<file path="src/rtl/serial_nibble_adder_pkg.sv">
// Shared definitions for the serial nibble adder.
//   state_e  : controller state encoding (2'd3 is unused and recovers to idle)
//   NIBBLE_W : width of the reused adder stage
package serial_nibble_adder_pkg;

  localparam int unsigned NIBBLE_W = 4;

  typedef enum logic [1:0] {
    StIdle = 2'd0,
    StBusy = 2'd1,
    StDone = 2'd2
  } state_e;

endpackage

</file>
<file path="src/rtl/serial_nibble_adder_add4_rca.sv">
// Combinational 4-bit ripple-carry adder stage.
//   a, b : nibble operands
//   cin  : carry in
//   s    : nibble sum
//   cout : carry out of bit 3
module add4_rca
  import serial_nibble_adder_pkg::*;
(
  input  logic [NIBBLE_W-1:0] a,
  input  logic [NIBBLE_W-1:0] b,
  input  logic                cin,
  output logic [NIBBLE_W-1:0] s,
  output logic                cout
);

  always_comb begin
    logic c;
    c = cin;
    s = '0;
    for (int i = 0; i < NIBBLE_W; i++) begin
      s[i] = a[i] ^ b[i] ^ c;
      c    = (a[i] & b[i]) | (c & (a[i] ^ b[i]));
    end
    cout = c;
  end

endmodule

</file>
<file path="src/rtl/serial_nibble_adder.sv">
// Multi-cycle P_WIDTH-bit adder reusing one 4-bit adder stage, one nibble per clock.
//   i_w_clk, i_w_rst_n        : clock, synchronous active-low reset
//   i_w_valid / o_w_ready     : operand handshake (ready only in idle)
//   i_w_a, i_w_b, i_w_cin     : operands and initial carry
//   o_w_valid / i_w_ready     : result handshake (valid only in done)
//   o_w_s, o_w_cout, o_w_ovf  : registered sum, carry out, signed overflow
module serial_nibble_adder
  import serial_nibble_adder_pkg::*;
#(
  parameter int unsigned P_WIDTH = 16
) (
  input  logic               i_w_clk,
  input  logic               i_w_rst_n,
  input  logic               i_w_valid,
  output logic               o_w_ready,
  input  logic [P_WIDTH-1:0] i_w_a,
  input  logic [P_WIDTH-1:0] i_w_b,
  input  logic               i_w_cin,
  output logic               o_w_valid,
  input  logic               i_w_ready,
  output logic [P_WIDTH-1:0] o_w_s,
  output logic               o_w_cout,
  output logic               o_w_ovf
);

  localparam int unsigned P_NIBBLES = P_WIDTH / NIBBLE_W;
  localparam int unsigned IdxW      = (P_NIBBLES > 1) ? $clog2(P_NIBBLES) : 1;
  localparam logic [IdxW-1:0] LastIdx = IdxW'(P_NIBBLES - 1);

  state_e             state_q, state_d;
  logic [IdxW-1:0]    idx_q, idx_d;
  logic               carry_q, carry_d;
  logic [P_WIDTH-1:0] a_q, a_d, b_q, b_d, psum_q, psum_d;
  logic [P_WIDTH-1:0] s_q, s_d;
  logic               cout_q, cout_d, ovf_q, ovf_d;

  logic [NIBBLE_W-1:0] stage_a, stage_b, stage_s;
  logic                stage_cout;

  assign stage_a = a_q[NIBBLE_W*idx_q +: NIBBLE_W];
  assign stage_b = b_q[NIBBLE_W*idx_q +: NIBBLE_W];

  add4_rca u_add4 (
    .a    (stage_a),
    .b    (stage_b),
    .cin  (carry_q),
    .s    (stage_s),
    .cout (stage_cout)
  );

  always_comb begin
    state_d   = state_q;
    idx_d     = idx_q;
    carry_d   = carry_q;
    a_d       = a_q;
    b_d       = b_q;
    psum_d    = psum_q;
    s_d       = s_q;
    cout_d    = cout_q;
    ovf_d     = ovf_q;
    o_w_ready = 1'b0;
    o_w_valid = 1'b0;

    unique case (state_q)
      StIdle: begin
        o_w_ready = 1'b1;
        if (i_w_valid) begin
          a_d     = i_w_a;
          b_d     = i_w_b;
          carry_d = i_w_cin;
          idx_d   = '0;
          state_d = StBusy;
        end
      end
      StBusy: begin
        psum_d[NIBBLE_W*idx_q +: NIBBLE_W] = stage_s;
        carry_d = stage_cout;
        if (idx_q == LastIdx) begin
          // psum_d already holds the final nibble, so the result is complete here.
          s_d     = psum_d;
          cout_d  = stage_cout;
          ovf_d   = (a_q[P_WIDTH-1] == b_q[P_WIDTH-1]) && (psum_d[P_WIDTH-1] != a_q[P_WIDTH-1]);
          idx_d   = '0;
          state_d = StDone;
        end else begin
          idx_d = idx_q + IdxW'(1);
        end
      end
      StDone: begin
        o_w_valid = 1'b1;
        if (i_w_ready) begin
          state_d = StIdle;
        end
      end
      default: state_d = StIdle;
    endcase
  end

  always_ff @(posedge i_w_clk) begin
    if (!i_w_rst_n) begin
      state_q <= StIdle;
      idx_q   <= '0;
      carry_q <= 1'b0;
      a_q     <= '0;
      b_q     <= '0;
      psum_q  <= '0;
      s_q     <= '0;
      cout_q  <= 1'b0;
      ovf_q   <= 1'b0;
    end else begin
      state_q <= state_d;
      idx_q   <= idx_d;
      carry_q <= carry_d;
      a_q     <= a_d;
      b_q     <= b_d;
      psum_q  <= psum_d;
      s_q     <= s_d;
      cout_q  <= cout_d;
      ovf_q   <= ovf_d;
    end
  end

  assign o_w_s    = s_q;
  assign o_w_cout = cout_q;
  assign o_w_ovf  = ovf_q;

endmodule

</file>
<file path="config.mk">
export PLATFORM = sky130hd
export DESIGN_NAME = serial_nibble_adder
export DESIGN_NICKNAME = d
export VERILOG_FILES = /design/src/rtl/serial_nibble_adder_pkg.sv /design/src/rtl/serial_nibble_adder_add4_rca.sv /design/src/rtl/serial_nibble_adder.sv
export SDC_FILE = /design/constraint.sdc
export NUM_CORES = 1
export LEC_CHECK = 0
export CAP_MARGIN = 20
export CORE_ASPECT_RATIO = 0.7
export CORE_UTILIZATION = 36
export CTS_CLUSTER_SIZE = 14
export DETAILED_ROUTE_END_ITERATION = 10
export PLACE_DENSITY_LB_ADDON = 0.3
export SYNTH_ARGS = -nofsm -noshare
export SYNTH_HDL_FRONTEND = slang
export SYNTH_HIERARCHICAL = 1
export SYNTH_SLANG_ARGS = --single-unit
export TNS_END_PERCENT = 50
</file>
<file path="constraint.sdc">
create_clock -name i_w_clk -period 3.3 [get_ports i_w_clk]
set_input_delay 0.495 -clock i_w_clk [delete_from_list [all_inputs] [get_ports i_w_clk]]
set_output_delay 0.495 -clock i_w_clk [all_outputs]
set_load 0.02 [all_outputs]
</file>
After elaboration in Yosys (flattened, before gate mapping)
Index checks and enable logic that the tools add are counted.
W data, S select, Z words.
- flip-flop bits (word level): 71
- output and inout bits: 20
- logic and storage cells: 62
- add/subtract/negate cells: 2
- equal/unequal tests: 8
- shifts and indexed selects: 4
- multiplexer cells: 12
- bitwise gates (word level): 20
- reduce and logical (&&, ||, !) cells: 7
- operator list (cell ; count):
    $neg A4 Y34 ; 1
    $shift A4 B34 Y16 const A ; 1
    $shiftx A4 B34 Y16 ; 1
    $shiftx A16 B5 Y4 ; 2
    $bwmux W16 ; 1
    $mux W2 ; 5
    $and A1 B1 Y1 ; 8
    $xor A1 B1 Y1 ; 8
    $ne A2 B2 Y1 const B ; 3
    $pmux W2 S3 ; 1
    $reduce_and A2 Y1 ; 3
    $eq A2 B2 Y1 const B ; 2
    $or A1 B1 Y1 ; 4
    $pmux W2 S2 ; 1
    $mux W1 ; 3
    $reduce_and A3 Y1 ; 1
    $add A2 B1 Y2 const B ; 1
    $eq A2 B1 Y1 const B ; 1
    $logic_not A2 Y1 ; 1
    $pmux W1 S2 ; 1
    $reduce_bool A2 Y1 ; 1
    $eq A1 B1 Y1 ; 1
    $logic_and A1 B1 Y1 ; 1
    $ne A1 B1 Y1 ; 1

Longest topological paths before layout
Gate-level depths: netlist of run 1.
- depth after elaboration: 13
- depth in mapped cells: 14
- mapped depth without buffers: 13

Cells and area by module
Netlist of run 1, hierarchy kept.
- by module, submodules not included (module ; instances ; cells an instance ; area an instance (um^2)):
    serial_nibble_adder ; 1 ; 338 ; 3151.8
    add4_rca ; 1 ; 14 ; 117.6

Least setup slack after synthesis of run 1
No wires, ideal clock.
- path type: register -> register
- start: register idx_q[0]
- end: register ovf_q (netlist: o_w_ovf)
- arrival: 3569 ps
- data required time: 3226 ps
- path slack: -344 ps
- stages on the path, launching flop included: 15
- cell sequence: dfxtp_1 buf_2 mux4_2 fa_1 inv_1 fa_1 inv_1 fa_1 inv_1 fa_1 inv_1 nor2b_1 a31oi_1 or3_1 a31oi_1
- longest elaborated chain between the ends: 13
- RTL lines (item ; RTL line ; text):
    start, declared ; serial_nibble_adder.sv:31 ; logic [IdxW-1:0] idx_q, idx_d;
    start signal, assigned ; serial_nibble_adder.sv:112 ; idx_q <= idx_d;
    $shiftx A16 B5 Y4 (*) ; serial_nibble_adder.sv:40 ; assign stage_a = a_q[NIBBLE_W*idx_q +: NIBBLE_W];
    named net stage_a[0] ; serial_nibble_adder.sv:37 ; logic [NIBBLE_W-1:0] stage_a, stage_b, stage_s;
    $xor A1 B1 Y1 ; serial_nibble_adder_add4_rca.sv:22 ; c = (a[i] & b[i]) | (c & (a[i] ^ b[i]));
    $and A1 B1 Y1 ; serial_nibble_adder_add4_rca.sv:22 ;
    $or A1 B1 Y1 (*) ; serial_nibble_adder_add4_rca.sv:22 ;
    $and A1 B1 Y1 (*) ; serial_nibble_adder_add4_rca.sv:22 ;
    $or A1 B1 Y1 (*) ; serial_nibble_adder_add4_rca.sv:22 ;
    $and A1 B1 Y1 (*) ; serial_nibble_adder_add4_rca.sv:22 ;
    $or A1 B1 Y1 (*) ; serial_nibble_adder_add4_rca.sv:22 ;
    $xor A1 B1 Y1 (*) ; serial_nibble_adder_add4_rca.sv:21 ; s[i] = a[i] ^ b[i] ^ c;
    named net stage_s[3] ; serial_nibble_adder.sv:37 ;
    $shiftx A4 B34 Y16 (*) ; serial_nibble_adder.sv:76 ; psum_d[NIBBLE_W*idx_q +: NIBBLE_W] = stage_s;
    $bwmux W16 (*) ; serial_nibble_adder.sv:76 ;
    $ne A1 B1 Y1 (*) ; serial_nibble_adder.sv:82 ; ovf_d = (a_q[P_WIDTH-1] == b_q[P_WIDTH-1]) && (psum_d[P_WIDTH-1] != a_q[P_WIDTH-1]);
    $logic_and A1 B1 Y1 (*) ; serial_nibble_adder.sv:82 ;
    end signal, assigned ; serial_nibble_adder.sv:119 ; ovf_q <= ovf_d;
    end, declared ; serial_nibble_adder.sv:35 ; logic cout_q, cout_d, ovf_q, ovf_d;
Mark *: on every way through the listed nets, which the timed path passes. The rest lies on a longest branch.
A chain may end at the register's enable or synchronous reset.

Final worst setup path of run 1
Same ends and word-level chain as after synthesis.

==> results of run 1 <==
-- sequential cells by signal, summed over array words and instances, names as in the netlist --
| signal | cells |
|---|---|
| state_q | 2 |
| psum_q | 16 |
| o_w_ovf | 1 |
| idx_q | 2 |
| a_q | 16 |
| carry_q | 1 |
| o_w_cout | 1 |
| b_q | 16 |
| o_w_s | 16 |
-- worst paths after layout --
kind | end | slack [ns]
setup reg to reg | o_w_ovf | -0.005
hold / removal | b_q[14] | 0.46
setup / recovery | o_w_ovf | -0.005
hold reg to reg | b_q[14] | 0.46
-- stage by stage --
stage	setup WS (ns)	power, mW
2_1_floorplan	0.00188	1.13
3_5_place_dp	0.00473	1.22
5_1_grt	-0.167	2.20
3_3_place_gp	0.0876	1.22
4_1_cts	0.00472	2.11
6_report	-0.00547	2.10
-- logic make-up (layout without fill, tap and decap cells) --
| family | count (synthesis) | in the layout | share of synthesized area, % |
|---|---|---|---|
| adders and majority gates | 10 | 10 | 4.75 |
| AOI/OAI and AO/OA | 96 | 96 | 22.0 |
| muxes | 9 | 9 | 5.82 |
| buffers and inverters | 37 | 94 | 6.05 |
| DFF | 71 | 71 | 43.5 |
| and+or+nand+nor | 129 | 129 | 17.9 |
-- per-layer routing --
layer / vias up / wire length (µm)
li1: 1312 / -
met1: 1219 / 3790
met2: 59 / 3070
met3: 4 / 364
met4: 0 / 40
met5: - / 0
-- final cells by class --
class	instances	area [µm²]
fillers	820	4380
multi-input cells	244	1680
flip-flops and latches	71	1430
repair buffers	68	666
clock buffers	13	270
well taps	120	150
inverters	12	45.0
clock inverters	1	5.00
-- what timing repair did --
action                     CTS  global route
setup endpoints to repair    1             1
gates resized for setup      0             5
setup buffers                1             2
pin swaps                    0             6
-- critical path, delay by kind of cell, from the launching register on --
kind                       cells  cell delay [ns]
muxes                          1             0.52
DFF                            1             0.37
buffers and inverters          4             0.25
AOI/OAI and AO/OA              2             0.27
adders and majority gates      4             1.28
and+or+nand+nor                2             0.55
-- report_power, final --
| group | leakage (nW) | total, mW | internal, mW | switching [mW] |
|---|---|---|---|---|
| sequential | 0.581 | 0.930 | 0.903 | 0.0263 |
| combinational | 1.12 | 0.286 | 0.143 | 0.143 |
| clock | 0.138 | 0.888 | 0.560 | 0.328 |
| total | 1.84 | 2.10 | 1.61 | 0.497 |
-- layout by cell type, fill, tap and decap left out, drive strengths merged, types with 9 or more instances in the layout --
master,Yosys,final
inv,12,12
dfxtp,71,71
a31oi,17,17
nor2b,24,24
buf,13,13
o21ai,9,9
clkdlybuf4s50,0,55
o211a,24,24
clkbuf,12,13
a21boi,34,34
nand2,90,90
==> impl_metrics.env, run 1 <==
export IMPL_status="finished with violations"
export IMPL_violations="negative setup slack"
export IMPL_critPathMaxStageDelay_ns=0.52
export IMPL_start_util_pct=37.9
export IMPL_setup_worst_path_class="register to register"
export IMPL_synth_top_area_cell="dfxtp_1"
export IMPL_first_pass_iters=4
export IMPL_wl_um=7270
export IMPL_gp_congestion=0.720
export IMPL_synth_area_leaders="dfxtp_1, nand2_1, o211a_1"
export IMPL_yosys_area_top_type_share_pct=43.5
export IMPL_crit_path_top_delay_cell="mux4_2"
export IMPL_startpoint="idx_q[0]"
export IMPL_max_slew_margin_pct=60.1
export IMPL_cts_max_level=3
export IMPL_wire_per_inst_um=13.7
export IMPL_syn_area_um2=3270
export IMPL_setup_viol=1
export IMPL_startpoint_type="register"
export IMPL_die_w_um=116
export IMPL_cts_root_buffer="clkbuf_16"
export IMPL_ys_ff_latch=71
export IMPL_antenna_diode_count=0
export IMPL_hp_class="register to register"
export IMPL_clk_path_buf_depth=2
export IMPL_crit_fanout=4
export IMPL_synth_cell_types=35
export IMPL_numClockSinks=71
export IMPL_maxCapViolations=0
export IMPL_min_delay_start="b_q[14]"
export IMPL_cts_tree="built"
export IMPL_fp_dieH_um=81.7
export IMPL_grt_overflow=0
export IMPL_skew_ns=0.00513
export IMPL_utilization_pct=49.2
export IMPL_power_density_nw_per_um2=496
export IMPL_drv_slew=0
export IMPL_drt_vias_per_instance=4.90
export IMPL_setup_ws_ns=-0.00547
export IMPL_fin_crit_ns=3.31
export IMPL_cts_hold_buffers=0
export IMPL_yosys_top_cells_count="nand2_1, dfxtp_1, a21boi_0"
export IMPL_fin_nets=453
export IMPL_coreArea_um2=8620
export IMPL_grt_util_met1_pct=23.4
export IMPL_async_flop_share_pct=0
export IMPL_grt_pass1_wl_um=12100
export IMPL_dr_first_iter_drc_count=157
export IMPL_cts_made_buffers=9
export IMPL_drive_above_1_share_pct=11.7
export IMPL_drc_errors=0
export IMPL_final_area_um2=4240
export IMPL_avgSynthCellArea_um2=9.29
export IMPL_clock_latency_ns=0.33
export IMPL_area_growth_pct=29.7
export IMPL_rsz0062_at_grt="yes"
export IMPL_whs_path_depth=2
export IMPL_syn_nets=399
export IMPL_dpl_cell_area_um2=3910
export IMPL_fmax_ghz=0.303
export IMPL_synth_edff_count=0
export IMPL_instances_no_fill=529
export IMPL_grt_pass1_vias=2508
export IMPL_use_met2_pct=25.1
export IMPL_cp_arrival_ns=3.56
export IMPL_rows=28
export IMPL_power_leakage_nw=1.84
export IMPL_antenna_found_initial=0
export IMPL_dp_hpwl_um=5030
export IMPL_yosysWarningCount=6
export IMPL_irDropWorstVdd_mv=0.268
export IMPL_busiest_layer="met2"
export IMPL_timing_rr_start="idx_q[0]"
export IMPL_io_pins=57
export IMPL_post_route_period_util_pct=100
export IMPL_hold_slack_ns=0.459
export IMPL_use_met3_pct=5.31
export IMPL_port_buffers=56
export IMPL_grt_usage_pct=16.8
export IMPL_required_ns=3.55
export IMPL_die_area_um2=9470
export IMPL_finalHoldViolCount=0
export IMPL_clk_pin_slew_ns=0.05
export IMPL_worst_pin_slew_ns=0.598
export IMPL_synthFlopType="dfxtp_1"
export IMPL_dp_cells=511
export IMPL_synthCells=352
export IMPL_worstPathCellList="mux4_2 -> fa_2 -> inv_2 -> fa_2 -> inv_2 -> fa_2 -> inv_2 -> fa_1 -> inv_1 -> nor2b_4 -> a31oi_4 -> or3_1 -> a31oi_1"
export IMPL_r2r_cells=13
export IMPL_worstSetupEndpointType="register"
export IMPL_setup_tns_final_ns=-0.00547
export IMPL_ant_nets=0
export IMPL_grt_max_degree=72
export IMPL_num_vias=2594
export IMPL_synth_most_common_cell="nand2_1"
export IMPL_yosysSeqAreaShare_pct=43.5
Note: power is estimated with default switching activity, not from simulation.
==> run 2: changes to the inputs <==
- CTS_CLUSTER_SIZE: 14 -> default
==> results of run 2 <==
Same layout as run 1: the final DEF is identical, and so are final timing and power.
==> RTL change, RTL diff (config.mk and constraints of run 1) <==
Register the output `o_w_ovf` once more; this adds one clock of latency there. The other outputs are not delayed to match. Comments in the files are not updated.
--- a/src/rtl/serial_nibble_adder.sv
+++ b/src/rtl/serial_nibble_adder.sv
@@ -123,5 +123,7 @@
   assign o_w_s    = s_q;
   assign o_w_cout = cout_q;
-  assign o_w_ovf  = ovf_q;
+  always_ff @(posedge i_w_clk) begin
+    o_w_ovf <= ovf_q;
+  end
 
 endmodule
Behaviour: not the same (Yosys sat finds a counterexample within 10 cycles, from zero or initial values and one cycle with i_w_rst_n low).
==> RTL change against run 1 <==
- utilization is 0.084 points lower
- via count is 1.6% lower
- sequential share of layout area is 0.39 points higher
- die area is 0.60% higher
- sequential cell count is 1 higher
- routed wire length is 1.5% higher
- synthesized cell count is 0.28% higher
- power is 1.1% higher
- worst hold slack worse by 110 ps
- area after synthesis is 0.61% higher
- cell area is 0.24% higher
- worst setup slack better by 31 ps
==> RTL change: results (changes against run 1) <==
Outcome
  • Status: finished clean (was complete, but fails checks)

Timing
  • Hold slack: 350 ps (was 459 ps)
  • Worst Tran Pin Value: 759 ps (was 598 ps)
  • Final setup skew: 7.54 ps (was 5.13 ps)

Clocking
  • H-tree level count: 3 (unchanged)
  • TritonCTS buffer count: 9 (unchanged)
  • Root Driver: clkbuf_16 (unchanged)
  • Clock latency on the worst-skew pair: 330 ps (about the same)
  • CTS max path bufs: 2 (unchanged)
  • CTS clk-pin slew, worst paths: ~60 ps

Logic synthesis
  • Synth Area in Compound Gates: 0.219 (was 0.220)
  • Synth area leaders: dfxtp_1 44%, nand2_1 10%, o211a_1 7.3% (was dfxtp_1 43%, nand2_1 10%, o211a_1 7.3%)
  • Post-Synth Adder-Cell Area: 0.0472 (was 0.0475)
  • Library cells used by synthesis: 35 (unchanged)
  • Synth cell count leaders: 90 x nand2_1, 72 x dfxtp_1, 32 x a21boi_0 (was 90 x nand2_1, 71 x dfxtp_1, 32 x a21boi_0)
  • Sequential area share after synthesis: 0.438 (was 0.435)
  • Post-synthesis async set-or-reset flop share: 0 (unchanged)
  • Post-synth net total: 400 (was 399)
  • Synth warnings: 6 (unchanged)
  • Multiplexer share of the synthesized area: 0.0578 (was 0.0582)
  • XOR/XNOR share of the synthesized area: 0 (unchanged)

Place
  • Pre-CTS WS: 8.73 ps (was 4.73 ps)
  • Port bufs: 56 (unchanged)
  • Detailed Place HPWL: 5130 um (was 5030 um)
  • Routability cong.: 0.766 (was 0.720)
  • Placed cell areas: 3940 um^2 (was 3910 um^2)

Drt
  • DRT Pass-1 Iters: 5 (was 4)
  • Number of DRC markers in iteration 0: 175 (was 157)
  • Post-Route WL: 7380 um (was 7270 um)
  • Via count: 2552 (was 2594)

Finish
  • Diodes inserted: 0 (unchanged)
  • Share of cells above drive strength 1: 0.122 (was 0.117)
  • Final net count: 452 (was 453)

Critical path
  • Arrival @ worst endpoint: 3530 ps (was 3560 ps)
  • Crit Path Max Fanout: 4 (unchanged)
  • Reg2Reg Capture Point: ovf_q (was o_w_ovf)
  • Worst Reg2Reg Path Length in Cells: 13 (unchanged)
  • Reg-to-reg startpoint: idx_q[0] (unchanged)

Global routing
  • Gr usage total: 0.170 (was 0.168)
  • First-pass GRT wire length: 12200 um (was 12100 um)
  • Largest net degree at the start of global routing: 45 (was 72)
  • Number of global-route vias before repair: 2468 (was 2508)
  • Initial antenna violation count: 0 (unchanged)

Power and ir drop
  • Worst VDD drop: 215 uV (was 268 uV)
  • Psw: 544 uW (was 497 uW)
  • LEAKAGE: 1.83 nW (was 1.84 nW)

Min path
  • Hold WC Path Type: flop to flop (unchanged)
  • Hold path cells: 0 (was 2)
  • Min-delay src: ovf_q (was b_q[14])
  • Worst Hold Endpoint: o_w_ovf (was b_q[14])
## RTL change: changes by cell type after synthesis
cell,change
dfxtp_1,+1
## RTL change: worst max path at each step
stage / end / startpoint / slack [ps]
floorplan: ovf_q / idx_q[0] / 2
global placement: ovf_q / idx_q[0] / 90
detailed placement: ovf_q / idx_q[0] / 9
CTS: ovf_q / idx_q[0] / 8
global route: ovf_q / idx_q[0] / -140
finish: ovf_q / idx_q[0] / 30
## RTL change: layer usage
| layer | vias to the layer above | wire length [um] | GRT usage |
|---|---|---|---|
| li1 | 1311 | - | - |
| met1 | 1184 | 3870 | 0.239 |
| met2 | 51 | 3150 | 0.251 |
| met3 | 6 | 275 | 0.0480 |
| met4 | 0 | 79 | 0.0500 |
| met5 | - | 0 | 0 |
## RTL change: critical path: stages, from the launching register on
cell,delay [ps]
dfxtp_4,370
mux4_2,550
fa_2,360
inv_2,60
fa_2,190
inv_2,40
fa_2,320
inv_2,60
fa_1,400
inv_1,80
nor2b_4,180
a31oi_4,110
or3_1,320
a31oi_1,160
## RTL change: through the flow
step,std cells,utilization
floorplan,353,-
global placement,513,0.455
detailed placement,513,0.455
CTS,531,0.489
global route,530,0.491
finish,530,0.491
## RTL change: cells by family (layout without fill, tap and decap cells)
kind of cell	after synthesis	in the layout
flops	72	72
mux	9	9
buf+inv	37	94
compound gates	96	96
fa+ha+maj	10	10
simple gates	129	129
## RTL change: cell type report
type | instances | area [um^2]
Clock buffer | 10 | 239
Clock inverter | 6 | 42.5
Fill cell | 837 | 4400
Inverter | 12 | 45.0
Multi-Input combinational cell | 244 | 1700
Sequential cell | 72 | 1450
Tap cell | 120 | 150
Timing Repair Buffer | 66 | 634
## RTL change: timing repair
| item | in CTS | in global routing |
|---|---|---|
| buffers inserted | 2 | 0 |
| hold buffers | 0 | 0 |
| pin swaps | 2 | 1 |
| hold endpoints to repair | 0 | 0 |
| setup endpoints to repair | 1 | 5 |
| gates resized for setup | 1 | 7 |
## RTL change: power groups by stage
stage	Clock, mW	Combinational, mW	Sequential, mW
3_3_place_gp	0	0.269	0.956
4_1_cts	0.922	0.281	0.940
2_1_floorplan	0	0.188	0.951
5_1_grt	0.963	0.315	0.946
6_report	0.903	0.284	0.940
3_5_place_dp	0	0.274	0.958
